**config.mk**
```make
export PLATFORM = sky130hd
export DESIGN_NAME = expr_arbiter_flat
export DESIGN_NICKNAME = d
export VERILOG_FILES = /design/src/rtl/expr_arbiter_if.sv /design/src/rtl/expr_arbiter.sv /design/src/flat_wrapper.sv
export SDC_FILE = /design/constraint.sdc
export NUM_CORES = 1
export LEC_CHECK = 0
export CELL_PAD_IN_SITES_DETAIL_PLACEMENT = 1
export CELL_PAD_IN_SITES_GLOBAL_PLACEMENT = 2
export CORE_MARGIN = 4
export CORE_UTILIZATION = 24
export CTS_CLUSTER_SIZE = 30
export DETAILED_ROUTE_END_ITERATION = 6
export PLACE_DENSITY_LB_ADDON = 0.3
export SLEW_MARGIN = 20
export SYNTH_ARGS = -nofsm -noshare
export SYNTH_HDL_FRONTEND = slang
export SYNTH_SLANG_ARGS = --single-unit
```
**constraint.sdc**
```tcl
create_clock -name clk -period 8.3 [get_ports clk]
set_clock_uncertainty 0.15 [all_clocks]
set_input_delay 2.075 -clock clk [delete_from_list [all_inputs] [get_ports clk]]
set_output_delay 2.075 -clock clk [all_outputs]
set_load 0.005 [all_outputs]
```
**src/rtl/expr_arbiter_if.sv**
```systemverilog
// Requester, expr pipeline and response signals shared by
// expr_arbiter (slave side) and its environment (master side).
interface expr_arbiter_if;
  logic        req0_valid;
  logic [31:0] req0_x;
  logic        req0_ready;
  logic        req1_valid;
  logic [31:0] req1_x;
  logic        req1_ready;
  logic [31:0] expr_x;
  logic [31:0] expr_result;
  logic        rsp_valid;
  logic        rsp_id;
  logic [31:0] rsp_result;
  logic [7:0]  out0_cnt;
  logic [7:0]  out1_cnt;
  logic        busy;

  modport slave (
    input  req0_valid, req0_x,
    input  req1_valid, req1_x,
    input  expr_result,
    output req0_ready, req1_ready,
    output expr_x,
    output rsp_valid, rsp_id, rsp_result,
    output out0_cnt, out1_cnt, busy
  );

  modport master (
    output req0_valid, req0_x,
    output req1_valid, req1_x,
    output expr_result,
    input  req0_ready, req1_ready,
    input  expr_x,
    input  rsp_valid, rsp_id, rsp_result,
    input  out0_cnt, out1_cnt, busy
  );
endinterface

```
**src/rtl/expr_arbiter.sv**
```systemverilog
// Round-robin sharing of one fixed-latency expr pipeline by two
// requesters; a tag shift register routes results back in order.
module expr_arbiter #(
  parameter int LATENCY = 16,
  parameter int MAX_OUT = 8
) (
  input logic           clk,
  input logic           reset,
  expr_arbiter_if.slave bus
);
  localparam logic [7:0] MAX_C = 8'(MAX_OUT);

  logic             r_last;
  logic [7:0]       r_cnt0;
  logic [7:0]       r_cnt1;
  logic [31:0]      r_x;
  logic [LATENCY:0] r_tv;
  logic [LATENCY:0] r_tid;

  logic w_elig0;
  logic w_elig1;
  logic w_gnt0;
  logic w_gnt1;
  logic w_issue;
  logic w_rv;
  logic w_rid;

  function automatic logic [7:0] upd(
    input logic [7:0] cnt,
    input logic       inc,
    input logic       dec
  );
    logic [7:0] n;
    n = cnt;
    unique case ({inc, dec})
      2'b10:   n = cnt + 8'd1;
      2'b01:   n = cnt - 8'd1;
      default: n = cnt;
    endcase
    return n;
  endfunction

  // Eligibility uses registered counts, never the returning tag.
  assign w_elig0 = bus.req0_valid && (r_cnt0 < MAX_C) && !reset;
  assign w_elig1 = bus.req1_valid && (r_cnt1 < MAX_C) && !reset;

  assign w_gnt0  = w_elig0 && (!w_elig1 || r_last);
  assign w_gnt1  = w_elig1 && (!w_elig0 || !r_last);
  assign w_issue = w_gnt0 || w_gnt1;

  assign w_rv  = r_tv[LATENCY];
  assign w_rid = r_tid[LATENCY];

  assign bus.req0_ready = w_gnt0;
  assign bus.req1_ready = w_gnt1;
  assign bus.expr_x     = r_x;
  assign bus.rsp_valid  = w_rv;
  assign bus.rsp_id     = w_rid;
  assign bus.rsp_result = w_rv ? bus.expr_result : 32'h0;
  assign bus.out0_cnt   = r_cnt0;
  assign bus.out1_cnt   = r_cnt1;
  assign bus.busy       = (r_cnt0 != 8'd0) || (r_cnt1 != 8'd0);

  always_ff @(posedge clk) begin
    if (reset) begin
      r_last <= 1'b1;
      r_x    <= 32'h0;
      r_tv   <= '0;
      r_tid  <= '0;
      r_cnt0 <= 8'd0;
      r_cnt1 <= 8'd0;
    end else begin
      if (w_issue) r_last <= w_gnt1;
      r_x <= w_gnt0 ? bus.req0_x :
             w_gnt1 ? bus.req1_x : 32'h0;
      r_tv   <= {r_tv[LATENCY-1:0], w_issue};
      r_tid  <= {r_tid[LATENCY-1:0], w_gnt1};
      r_cnt0 <= upd(r_cnt0, w_gnt0, w_rv && !w_rid);
      r_cnt1 <= upd(r_cnt1, w_gnt1, w_rv && w_rid);
    end
  end
endmodule

```
**src/flat_wrapper.sv**
```systemverilog
// flat-port wrapper written by rule: the top's interface ports become plain ports
module expr_arbiter_flat 
#(
  parameter int LATENCY = 16,
  parameter int MAX_OUT = 8
)
  (clk, reset, bus_req0_valid, bus_req0_x, bus_req1_valid, bus_req1_x, bus_expr_result, bus_req0_ready, bus_req1_ready, bus_expr_x, bus_rsp_valid, bus_rsp_id, bus_rsp_result, bus_out0_cnt, bus_out1_cnt, bus_busy);
  expr_arbiter_if bus_i ();
  input logic clk;
  input logic reset;
  input wire logic [$bits(bus_i.req0_valid)-1:0] bus_req0_valid;
  input wire logic [$bits(bus_i.req0_x)-1:0] bus_req0_x;
  input wire logic [$bits(bus_i.req1_valid)-1:0] bus_req1_valid;
  input wire logic [$bits(bus_i.req1_x)-1:0] bus_req1_x;
  input wire logic [$bits(bus_i.expr_result)-1:0] bus_expr_result;
  output wire logic [$bits(bus_i.req0_ready)-1:0] bus_req0_ready;
  output wire logic [$bits(bus_i.req1_ready)-1:0] bus_req1_ready;
  output wire logic [$bits(bus_i.expr_x)-1:0] bus_expr_x;
  output wire logic [$bits(bus_i.rsp_valid)-1:0] bus_rsp_valid;
  output wire logic [$bits(bus_i.rsp_id)-1:0] bus_rsp_id;
  output wire logic [$bits(bus_i.rsp_result)-1:0] bus_rsp_result;
  output wire logic [$bits(bus_i.out0_cnt)-1:0] bus_out0_cnt;
  output wire logic [$bits(bus_i.out1_cnt)-1:0] bus_out1_cnt;
  output wire logic [$bits(bus_i.busy)-1:0] bus_busy;
  assign bus_i.req0_valid = bus_req0_valid;
  assign bus_i.req0_x = bus_req0_x;
  assign bus_i.req1_valid = bus_req1_valid;
  assign bus_i.req1_x = bus_req1_x;
  assign bus_i.expr_result = bus_expr_result;
  assign bus_req0_ready = bus_i.req0_ready;
  assign bus_req1_ready = bus_i.req1_ready;
  assign bus_expr_x = bus_i.expr_x;
  assign bus_rsp_valid = bus_i.rsp_valid;
  assign bus_rsp_id = bus_i.rsp_id;
  assign bus_rsp_result = bus_i.rsp_result;
  assign bus_out0_cnt = bus_i.out0_cnt;
  assign bus_out1_cnt = bus_i.out1_cnt;
  assign bus_busy = bus_i.busy;
  expr_arbiter #(.LATENCY(LATENCY), .MAX_OUT(MAX_OUT)) u_core (.clk(clk), .reset(reset), .bus(bus_i));
endmodule
```
# Word-level counts from Yosys, hierarchy flattened
# Cells that the tools add are included.
[totals] ff_bits=83 in_bits=100 elab_cells=42
[op_classes] add_sub_neg=4 order_cmp=2 n_eq_ne=4 muxes=5 n_reduce_logical=21
[op_table] cell="$mux W32" n=3
[op_table] cell="$pmux W8 S2" n=2
[op_table] cell="$add A8 B1 Y8 const B" n=2
[op_table] cell="$lt A8 B4 Y1 const B" n=2
[op_table] cell="$reduce_bool A8 Y1" n=2
[op_table] cell="$sub A8 B1 Y8 const B" n=2
[op_table] cell="$logic_and A1 B1 Y1" n=8
[op_table] cell="$logic_not A1 Y1" n=5
[op_table] cell="$eq A2 B1 Y1 const B" n=2
[op_table] cell="$eq A2 B2 Y1 const B" n=2
[op_table] cell="$logic_or A1 B1 Y1" n=4
[op_table] cell="$reduce_bool A2 Y1" n=2

# Depth between registers and ports, before layout
[depth] ltp_word=8 mapped_depth=17

# Worst setup path before layout
# Ideal clock, no wire load.
[synth_path] kind="input -> register" startpoint="in bus_req0_valid" endpoint="reg u_core.r_cnt1[6] (netlist: u_core.bus.out1_cnt[6])" arrival_time_ns=4.896 required_ns=8.027 path_slack_ns=3.130 stages=15 n_path_buf=3 path_cell_list="nand3_1 -> nor2_1 -> nor3_2 -> buf_2 -> inv_2 -> ha_1 -> clkbuf_1 -> buf_2 -> xor2_1 -> ha_1 -> or3_1 -> a21oi_1 -> or4_1 -> a31oi_1 -> mux2_1"
[synth_via] elab_chain_len=7
[synth_lines] element="start, declared" line_no="flat_wrapper.sv:11" text="input wire logic [$bits(bus_i.req0_valid)-1:0] bus_req0_valid;"
[synth_lines] element="$logic_and A1 B1 Y1 * (2 in a row)" line_no="expr_arbiter.sv:44" text="assign w_elig0 = bus.req0_valid && (r_cnt0 < MAX_C) && !reset;"
[synth_lines] element="$logic_not A1 Y1 *" line_no="expr_arbiter.sv:48" text="assign w_gnt1 = w_elig1 && (!w_elig0 || !r_last);"
[synth_lines] element="$logic_or A1 B1 Y1 *" line_no="expr_arbiter.sv:48"
[synth_lines] element="$logic_and A1 B1 Y1 *" line_no="expr_arbiter.sv:48"
[synth_lines] element="named net bus_req1_ready" line_no="flat_wrapper.sv:17" text="output wire logic [$bits(bus_i.req1_ready)-1:0] bus_req1_ready;"
[synth_lines] element="$eq A2 B1 Y1 / $eq A2 B2 Y1 (equally long branches)" line_no="expr_arbiter.sv:35" text="unique case ({inc, dec})"
[synth_lines] element="$pmux W8 S2 / $reduce_bool A2 Y1 (equally long branches)"
[synth_lines] element="end signal, assigned" line_no="expr_arbiter.sv:79" text="r_cnt1 <= upd(r_cnt1, w_gnt1, w_rv && w_rid);"
[synth_lines] element="end, declared" line_no="expr_arbiter.sv:15" text="logic [7:0] r_cnt1;"
# Mark *: on every way through the listed nets, which the timed path passes. The rest lies on a longest branch.
# A chain may end at the register's enable or synchronous reset.

# Final worst setup path
[layout_path] startpoint="in bus_req0_valid" endpoint="out bus_req1_ready"
[layout_via] elab_chain_len=5
[layout_lines] element="$logic_and A1 B1 Y1 (2 in a row)" line_no="expr_arbiter.sv:44"
[layout_lines] element="$logic_not A1 Y1" line_no="expr_arbiter.sv:48"
[layout_lines] element="$logic_or A1 B1 Y1" line_no="expr_arbiter.sv:48"
[layout_lines] element="$logic_and A1 B1 Y1" line_no="expr_arbiter.sv:48"
[layout_lines] element="end, declared" line_no="flat_wrapper.sv:17"
# No other way between the ends.

==> run metrics <==
worst r2r path cells 14; GRT Total Usage 13.7%; Starting Density 24.8%; Critical Path Start Type input port; R2R Path Start u_core.bus.out1_cnt[4]; Critical R2R Capture u_core.bus.out0_cnt[4]; CP arrival 4.06 ns; Mapped Area 3620 um2; met3 WL post-DR 670 um; status completed; multi-input logic area 1800 um2; filler instances 1641; Routability Congestion 0.755; fmax 159 MHz; DR top layer met4; Port-buffer cells 184; Max-slew headroom 47.3%; WL final 12300 um; Post-Synthesis Cells 381; ANT cells 0; worst reg2reg setup slack 3.95 ns; antenna-violating nets left 0; Gate power share 11.8%; EDFF count, synth 0; share of flip-flops with an asynchronous set or reset 0%; Initial DRC Count 101; # rows 44; Cells after DPL 719; post-CTS setup repair buffer count 0; grt total ovfl 0; DRC errors left 0; Final Hold Violating Endpoints 0; Max-Cap Viols 0; Total Die Area 17100 um2; Power Internal 0.000763 W; largest cells by area after synthesis dfxtp_1 46%, a22o_1 7.7%, nor2b_1 6.9%; Pre-antenna DRT Iters 4; worst skew pair latency 0.33 ns; vias in the first global route 3333; Synth cell types 54; path type of the worst min-delay path flip-flop to flip-flop; slack of the critical path 2.02 ns; DR WL/cell 16.8 um; most used flip-flop cell after synthesis dfxtp_1; pwr dens 164 nW/um2; critical path data required time 6.08 ns; post-synthesis sequential area ratio 45.8%; clk slew on worst S/H paths 0.06 ns; CTS tree done; TritonCTS buffer count 9; Synth Register Bits 83; post-CTS sizing 0; worst setup path start bus_req0_valid; Syn Nets 487; Net count, final 652; Hold Buf Count CTS 0; endpoints failing setup 0; Seq pwr share 43.2%; CTS sink cnt 83; commonest non-fill, non-tap cell in the layout clkdlybuf4s50_1; share of layout cells above drive strength 1 5.26%; Worst-Margin Slew 0.790 ns; average size of a mapped cell 9.51 um2; clock buffer depth 2; Sw Pwr 0.000206 W; Crit Path Category input port to output pin; Die Y 131 um; I/O pin count 185; Yosys top cell by area dfxtp_1; Setup crit end kind output pin; initial antenna violation count 0; Clk pwr share 45.0%; met1 WL 5080 um; Synth top area share 45.8%; P_leak 2.29 nW; DIE WIDTH 131 um; CP max FO 14; Reg area 1660 um2; DPL Wire Length 9480 um; crit path time final 6.28 ns; RSZ-0062 raised after global routing no; via count 3362; switching part of the total power 21.3%; setup TNS 0 ns; root buffer cell clkbuf_16; pin count of the biggest net entering global routing 58; area delta synth->final 63.0%; first-pass GRT wire length 18100 um; commonest non-fill, non-tap cells in the layout 183 x clkdlybuf4s50_1, 83 x dfxtp_1, 40 x nor2b_1; Slew Limit Fails 0; Critical Path Sink bus_req1_ready; H-tree depth 3; vias per cell 4.57; final cell count without fillers 735; maximum VDD drop 78.8 uV; Final period util 75.7%; Synth warnings 0; met2 wire len 6380 um; pre-CTS setup slack 2.00 ns; core area 14600 um2
per-layer routing:
| layer | up-vias | GRT usage (%) |
|---|---|---|
| li1 | 1664 | - |
| met4 | 0 | 4.78 |
| met1 | 1590 | 16.3 |
| met5 | - | 0 |
| met2 | 97 | 24.4 |
| met3 | 11 | 2.80 |
state kept, by name (all words and copies together) (netlist names):
register             flops
u_core.bus.expr_x       32
u_core.bus.out0_cnt      8
u_core.bus.out1_cnt      8
u_core.r_last            1
u_core.r_tid            17
u_core.r_tv             17
power by group through the flow:
stage	sequential (W)	clock (W)	combinational, W
after floorplan	0.000428	0	0.0000306
after global placement	0.000427	0	0.000114
after detailed placement	0.000427	0	0.000116
after CTS	0.000418	0.000450	0.000117
after global routing	0.000420	0.000469	0.000123
final	0.000418	0.000436	0.000114
Yosys cell counts (all sizes together) (2+ instances only):
cell type,n
a211o,3
a211oi,3
a21oi,16
a22o,32
a31oi,4
and2,33
and3,4
and4b,2
buf,12
clkbuf,21
dfxtp,83
ha,6
inv,7
mux2,6
mux2i,5
nand2,9
nand2b,4
nand3,6
nand3b,5
nand4b,2
nor2,22
nor2b,40
nor3,7
nor4,2
o211ai,3
o21ai,5
o31ai,2
o41ai,2
or3,6
or4,7
xnor2,2
xor2,7
layout make-up:
| cell class | instances | share of cell area [%] |
|---|---|---|
| clock buffers | 11 | 4.11 |
| well taps | 184 | 3.90 |
| multi-input cells | 258 | 30.5 |
| clock inverters | 5 | 1.44 |
| repair buffers | 187 | 31.5 |
| flip-flops and latches | 83 | 28.1 |
| inverters | 7 | 0.445 |
through the flow:
stage	utilization, %	area, um2	hold slack (ns)	total power, W
2_1_floorplan	-	3620	0.264	0.000458
3_3_place_gp	38.1	5580	0.267	0.000541
3_5_place_dp	38.1	5580	0.276	0.000543
4_1_cts	40.4	5910	0.289	0.000985
5_1_grt	40.4	5910	0.309	0.00101
6_report	40.4	5910	0.289	0.000969
logic make-up after synthesis:
family	synth area share (%)
simple gates	25.8
buf+inv	4.73
mux	3.24
compound gates	16.2
fa+ha+maj	2.07
flops	45.8
xor+xnor	2.17
worst min-delay path by stage:
stage	slack, ns	cells after the start	end	from
6_report	0.29	1	u_core.r_tv[11]	u_core.r_tv[10]
5_1_grt	0.31	1	u_core.r_tv[5]	u_core.r_tv[4]
4_1_cts	0.29	1	u_core.r_tv[2]	u_core.r_tv[1]
3_5_place_dp	0.28	1	u_core.r_tid[5]	u_core.r_tid[4]
3_3_place_gp	0.27	1	u_core.r_tv[12]	u_core.r_tv[11]
2_1_floorplan	0.26	1	u_core.r_tid[10]	u_core.r_tid[9]
worst max-delay path: stages:
cell and delay (ns):
clkdlybuf4s50_1 0.43, nand3_1 0.21, nor2_1 0.14, nor3_4 0.57, clkdlybuf4s50_1 0.63
No activity file was read; power rests on OpenSTA's default activity.
